**src/rtl/closest_match_tracker_pkg.sv**
```systemverilog
// Shared types and constants for the closest-match tracker.
// Holds default bus width, FSM state type, all-ones distance.
package closest_pkg;

  localparam int ADDR_W_DEF = 32;

  typedef enum logic [1:0] {
    IDLE = 2'd0,
    SCAN = 2'd1,
    HOLD = 2'd2
  } state_t;

  localparam logic [ADDR_W_DEF-1:0] DIST_MAX = '1;

endpackage

```
**src/rtl/closest_match_tracker_if.sv**
```systemverilog
// Result/summary bus between scan source and tracker.
// Optional thresh/hit_count exist under CLOSEST_THRESH_EN.
interface closest_match_tracker_if #(
  parameter int ADDR_W = 32
);

  logic              start;
  logic              result_en;
  logic [ADDR_W-1:0] result_addr;
  logic [ADDR_W-1:0] result;
  logic              busy;
  logic              best_valid;
  logic              best_ready;
  logic [ADDR_W-1:0] best_dist;
  logic [ADDR_W-1:0] best_addr;
  logic [ADDR_W-1:0] best_ties;
  logic              dropped;
`ifdef CLOSEST_THRESH_EN
  logic [ADDR_W-1:0] thresh;
  logic [ADDR_W-1:0] hit_count;
`endif

  modport master (
    output start,
    output result_en,
    output result_addr,
    output result,
    output best_ready,
`ifdef CLOSEST_THRESH_EN
    output thresh,
    input  hit_count,
`endif
    input  busy,
    input  best_valid,
    input  best_dist,
    input  best_addr,
    input  best_ties,
    input  dropped
  );

  modport slave (
    input  start,
    input  result_en,
    input  result_addr,
    input  result,
    input  best_ready,
`ifdef CLOSEST_THRESH_EN
    input  thresh,
    output hit_count,
`endif
    output busy,
    output best_valid,
    output best_dist,
    output best_addr,
    output best_ties,
    output dropped
  );

endinterface

```
**src/rtl/closest_match_tracker_min_cmp.sv**
```systemverilog
// Compares a new distance against the running best and
// produces less/equal flags plus a saturated tie increment.
module closest_min_cmp #(
  parameter int ADDR_W = 32
) (
  input  logic [ADDR_W-1:0] result,
  input  logic [ADDR_W-1:0] best_dist,
  input  logic [ADDR_W-1:0] best_ties,
  output logic              less,
  output logic              equal,
  output logic [ADDR_W-1:0] ties_inc
);

  // Flags and the tie counter that sticks at all-ones.
  always_comb begin
    less     = result < best_dist;
    equal    = result == best_dist;
    ties_inc = (&best_ties) ? best_ties
                            : best_ties + 1'b1;
  end

endmodule

```
**src/rtl/closest_match_tracker.sv**
```systemverilog
// Scans SKIP+SCAN_LEN results, reports min distance summary.
// Define CLOSEST_THRESH_EN to add thresh input and hit_count.
module closest_match_tracker
  import closest_pkg::*;
#(
  parameter int ADDR_W   = ADDR_W_DEF,
  parameter int SKIP     = 15,
  parameter int SCAN_LEN = 32'h659
) (
  input logic                    clk,
  input logic                    rst,
  closest_match_tracker_if.slave bus
);

  localparam logic [31:0] SKIP_L = 32'(SKIP);
  localparam logic [31:0] LAST_L = 32'(SKIP + SCAN_LEN - 1);

  state_t            state;
  logic [31:0]       seen;
  logic              busy_q;
  logic              valid_q;
  logic [ADDR_W-1:0] dist_q;
  logic [ADDR_W-1:0] addr_q;
  logic [ADDR_W-1:0] ties_q;
  logic              drop_q;

  logic              less;
  logic              equal;
  logic [ADDR_W-1:0] ties_inc;

  logic restart;
  logic take;
  logic eval;
  logic last;
  logic drop_hit;
  logic accept;

  closest_min_cmp #(
    .ADDR_W(ADDR_W)
  ) u_cmp (
    .result    (bus.result),
    .best_dist (dist_q),
    .best_ties (ties_q),
    .less      (less),
    .equal     (equal),
    .ties_inc  (ties_inc)
  );

  // A start inside HOLD only counts when the summary is taken.
  always_comb begin
    accept   = (state == HOLD) && bus.best_ready;
    restart  = bus.start && ((state != HOLD) || accept);
    take     = (state == SCAN) && bus.result_en && !bus.start;
    eval     = take && (seen >= SKIP_L);
    last     = take && (seen == LAST_L);
    drop_hit = bus.result_en && (state != SCAN) && !restart;
  end

  // Scan FSM with all summary outputs held in registers.
  always_ff @(posedge clk or posedge rst) begin
    if (rst) begin
      state   <= IDLE;
      seen    <= '0;
      busy_q  <= 1'b0;
      valid_q <= 1'b0;
      dist_q  <= '1;
      addr_q  <= '0;
      ties_q  <= '0;
      drop_q  <= 1'b0;
    end else if (restart) begin
      state   <= SCAN;
      seen    <= '0;
      busy_q  <= 1'b1;
      valid_q <= 1'b0;
      dist_q  <= '1;
      addr_q  <= '0;
      ties_q  <= '0;
      drop_q  <= 1'b0;
    end else begin
      if (drop_hit) drop_q <= 1'b1;
      if (take) seen <= seen + 32'd1;
      if (eval) begin
        unique case (1'b1)
          less: begin
            dist_q <= bus.result;
            addr_q <= bus.result_addr;
            ties_q <= {{(ADDR_W-1){1'b0}}, 1'b1};
          end
          equal: ties_q <= ties_inc;
          default: ;
        endcase
      end
      if (last) begin
        state   <= HOLD;
        busy_q  <= 1'b0;
        valid_q <= 1'b1;
      end
      if (accept) begin
        state   <= IDLE;
        valid_q <= 1'b0;
      end
    end
  end

`ifdef CLOSEST_THRESH_EN
  logic [ADDR_W-1:0] hits_q;

  // Counts evaluated results at or below thresh, saturating.
  always_ff @(posedge clk or posedge rst) begin
    if (rst) begin
      hits_q <= '0;
    end else if (restart) begin
      hits_q <= '0;
    end else if (eval && (bus.result <= bus.thresh)
                 && !(&hits_q)) begin
      hits_q <= hits_q + 1'b1;
    end
  end

  assign bus.hit_count = hits_q;
`endif

  assign bus.busy       = busy_q;
  assign bus.best_valid = valid_q;
  assign bus.best_dist  = dist_q;
  assign bus.best_addr  = addr_q;
  assign bus.best_ties  = ties_q;
  assign bus.dropped    = drop_q;

endmodule

```
**src/flat_wrapper.sv**
```systemverilog
// flat-port wrapper written by rule: the top's interface ports become plain ports
module closest_match_tracker_flat import closest_pkg::*;
#(
  parameter int ADDR_W   = ADDR_W_DEF,
  parameter int SKIP     = 15,
  parameter int SCAN_LEN = 32'h659
)
  (clk, rst, bus_start, bus_result_en, bus_result_addr, bus_result, bus_best_ready, bus_busy, bus_best_valid, bus_best_dist, bus_best_addr, bus_best_ties, bus_dropped);
  closest_match_tracker_if #(.ADDR_W(ADDR_W)) bus_i ();
  input logic clk;
  input logic rst;
  input wire logic [$bits(bus_i.start)-1:0] bus_start;
  input wire logic [$bits(bus_i.result_en)-1:0] bus_result_en;
  input wire logic [$bits(bus_i.result_addr)-1:0] bus_result_addr;
  input wire logic [$bits(bus_i.result)-1:0] bus_result;
  input wire logic [$bits(bus_i.best_ready)-1:0] bus_best_ready;
  output wire logic [$bits(bus_i.busy)-1:0] bus_busy;
  output wire logic [$bits(bus_i.best_valid)-1:0] bus_best_valid;
  output wire logic [$bits(bus_i.best_dist)-1:0] bus_best_dist;
  output wire logic [$bits(bus_i.best_addr)-1:0] bus_best_addr;
  output wire logic [$bits(bus_i.best_ties)-1:0] bus_best_ties;
  output wire logic [$bits(bus_i.dropped)-1:0] bus_dropped;
  assign bus_i.start = bus_start;
  assign bus_i.result_en = bus_result_en;
  assign bus_i.result_addr = bus_result_addr;
  assign bus_i.result = bus_result;
  assign bus_i.best_ready = bus_best_ready;
  assign bus_busy = bus_i.busy;
  assign bus_best_valid = bus_i.best_valid;
  assign bus_best_dist = bus_i.best_dist;
  assign bus_best_addr = bus_i.best_addr;
  assign bus_best_ties = bus_i.best_ties;
  assign bus_dropped = bus_i.dropped;
  closest_match_tracker #(.ADDR_W(ADDR_W), .SKIP(SKIP), .SCAN_LEN(SCAN_LEN)) u_core (.clk(clk), .rst(rst), .bus(bus_i));
endmodule
```
**config.mk**
```make
export PLATFORM = sky130hd
export DESIGN_NAME = closest_match_tracker_flat
export DESIGN_NICKNAME = d
export VERILOG_FILES = /design/src/rtl/closest_match_tracker_pkg.sv /design/src/rtl/closest_match_tracker_if.sv /design/src/rtl/closest_match_tracker_min_cmp.sv /design/src/rtl/closest_match_tracker.sv /design/src/flat_wrapper.sv
export SDC_FILE = /design/constraint.sdc
export NUM_CORES = 1
export LEC_CHECK = 0
export ABC_AREA = 0
export ABC_CLOCK_PERIOD_IN_PS = 10360
export BUFFER_PORTS_ARGS = -buffer_cell sky130_fd_sc_hd__buf_2
export CORE_MARGIN = 2
export CORE_UTILIZATION = 58
export CTS_CLUSTER_DIAMETER = 60
export CTS_CLUSTER_SIZE = 16
export DETAILED_ROUTE_END_ITERATION = 12
export PLACE_DENSITY = 0.85
export SETUP_SLACK_MARGIN = 0.05
export SLEW_MARGIN = 10
export SYNTH_ARGS = -nofsm -noshare
export SYNTH_HDL_FRONTEND = slang
export SYNTH_SLANG_ARGS = --single-unit
```
**constraint.sdc**
```tcl
create_clock -name clk -period 10.36 [get_ports clk]
set_input_delay 2.072 -clock clk [delete_from_list [all_inputs] [get_ports clk]]
set_output_delay 2.072 -clock clk [all_outputs]
set_load 0.005 [all_outputs]
```
==> metrics.yaml <==
worst-setup-path-type: "primary input to register"
end_kind: "register"
outcome: "finished clean"
die_h_um: 113.9
cts.sinks: 132
antenna_cells: 0
period_needed_ps: 4715
h-tree-depth: 4
syn_to_final_growth_pct: 21.01
wl_per_cell_um: 14.96
ys_seq_area_frac: 0.4771
start_util: 0.5883
ant_nets: 0
r2r_setup_slack_ps: 6810
ys.flop_type: "dfrtp_1"
total_power_mw: 1.156
portBuffers: 167
cpMaxStageDelayCell: "buf_4"
wirelength_mm: 16.77
seq_area_mm2: 0.003343
synth_edf_count: 0
hold_buffers: 0
dp.cells: 1089
cp_max_fo: 90
setup_viol: 0
utilization: 0.7120
hp-class: "register to register"
synth_area_mm2: 0.007008
ios: 168
required_ps: 10630
rows: 40
grt.total_usage: 0.2707
grt_max_degree: 91
ys_types: 51
drt-initial-drc-count: 491
drt_first_pass_iters: 5
antenna_found_initial: 0
drive_gt1_frac: 0.2556
crit_buf_inv: 2
crit_path_cell_trace: "buf_2, ha_1, a21oi_1, o21ai_0, a221oi_1, o211ai_2, a21oi_4, buf_4, o21ai_0"
syn_area_per_cell_um2: 8.695
finClkSkew_ps: 6.127
finalNetCount: 1064
clk_pin_slew_ps: 60
via_per_inst: 5.620
cts_tree: "yes"
cts_root_buf: "clkbuf_16"
hold_violations: 0
clock_path_buffers: 2
drc: 0
cp.depth: 9
post-cts-setup-buffers: 0
syn-num-nets: 909
chipWidth_um: 113.9
syn_inst: 806
slew-limit-headroom: 0.2540
grt_pass1_wl_mm: 28.11
clock_latency_ps: 420
cpMostUsedCell: "o21ai_0"
final_cells: 1121
n_fill_cell: 901
drv_cap: 0
rsz0062_at_grt: "false"
hold_depth: 2
worst_pin_slew_ps: 1119
hold_slack_ps: 480.6
start_kind: "primary input"
die_area_mm2: 0.01298
period_share: 0.4551
async_flop_share: 1.000
vias: 6300
critPathTopFamily: "compound AO/OA/AOI/OAI gates"
place_hpwl_mm: 11.48
finalSetupTns_ps: 0
r2r_cells: 9
irDropWorstVdd_v: 0.0001202
critPathArrivalTime_ps: 4980
core_mm2: 0.01191
ys_warn_count: 0
post_cts_resized: 0
slew_viol_final: 0
power_leakage_nw: 4.233
first_global_vias: 5803
p_per_area_mw_per_mm2: 136.3
gp_congestion: 0.8368
cpPeakStageDelay_ps: 710
cts_buffers: 17
gr-total-overflow: 0
ys_ff_latch: 132
multi_input_area_mm2: 0.003339
fmax_mhz: 212.1
## layout by cell type (no fill, tap or decap), types with 3 or more instances in the layout
cell	instances
a21oi_1	18
a31oi_1	5
and2_1	3
and3_1	18
and4_1	10
buf_2	167
buf_4	5
clkbuf_16	17
clkbuf_8	3
clkinv_2	6
dfrtp_1	100
dfstp_2	32
ha_1	34
inv_1	41
nand2_1	155
nand3_1	25
nand4_1	19
nor2_1	98
nor3_1	10
nor4_1	9
o21ai_0	117
o21ai_1	8
o31ai_1	6
or3_1	3
xnor2_1	9
xor2_1	17
## sequential cells by signal (all words and copies together) (netlist names)
signal and count:
u_core.bus.best_ties 32, u_core.seen 32, u_core.bus.best_dist 32, u_core.bus.dropped 1
u_core.bus.best_valid 1, u_core.bus.busy 1, u_core.bus.best_addr 32, u_core.state 1
## report_power, final
group	switching [mW]	total [mW]	internal, mW
clock	0.219	0.589	0.370
sequential	0.00167	0.520	0.518
combinational	0.0307	0.0468	0.0161
## cell usage after synthesis (all sizes together), types with 16 or more instances
cell type	instances	area share
xor2	17	0.021
inv	42	0.022
and3	18	0.016
buf	16	0.017
nand2	155	0.083
ha	34	0.061
dfrtp	100	0.36
o21ai	125	0.089
a21oi	19	0.014
nand3	26	0.019
dfstp	32	0.12
clkbuf	20	0.011
nand4	21	0.022
nor2	98	0.052
## metal layers
metal	vias to the layer above	GRT usage	share of wire
met4	0	0.1033	0.024
met2	217	0.4151	0.47
li1	3080	-	-
met3	38	0.06748	0.065
met1	2965	0.3747	0.44
met5	-	0	0
## path summary, 6_finish.rpt
check	from	to
worst min-delay path	u_core.bus.busy	u_core.bus.busy
worst min register to register	u_core.bus.busy	u_core.bus.busy
worst max register to register	u_core.bus.best_dist[19]	u_core.bus.best_addr[11]
worst max-delay path	bus_result[19]	u_core.bus.best_addr[11]
min in group asynchronous	rst	u_core.bus.best_ties[5]
max in group asynchronous	rst	u_core.seen[15]
## kinds of logic after synthesis
kind of cell,synth area share
and+or+nand+nor,0.2391
adders and majority gates,0.06070
xor gates and xnor gates,0.03249
AOI/OAI and AO/OA,0.1389
DFF,0.4771
buffers and inverters,0.05017
muxes,0.001607
## cell type report
cell class / count / share of cell area
repair buffers: 172 / 0.1030
clock inverters: 10 / 0.01254
well taps: 147 / 0.02169
multi-input cells: 596 / 0.3938
flip-flops and latches: 132 / 0.3942
clock buffers: 22 / 0.05592
inverters: 42 / 0.01888
## metrics by stage
| step | setup WS, ps | area (µm²) |
|---|---|---|
| after floorplan | 4815 | 7008 |
| after global placement | 5369 | 7900 |
| after detailed placement | 5237 | 7900 |
| after CTS | 5714 | 8481 |
| after global routing | 5377 | 8481 |
| final | 5645 | 8481 |
## tightest hold or removal path, stage by stage, from the launching register on
cell and delay, ps:
dfrtp_1 340, nand2_1 50, nand2_1 60
Note: power is estimated with default switching activity, not from simulation.
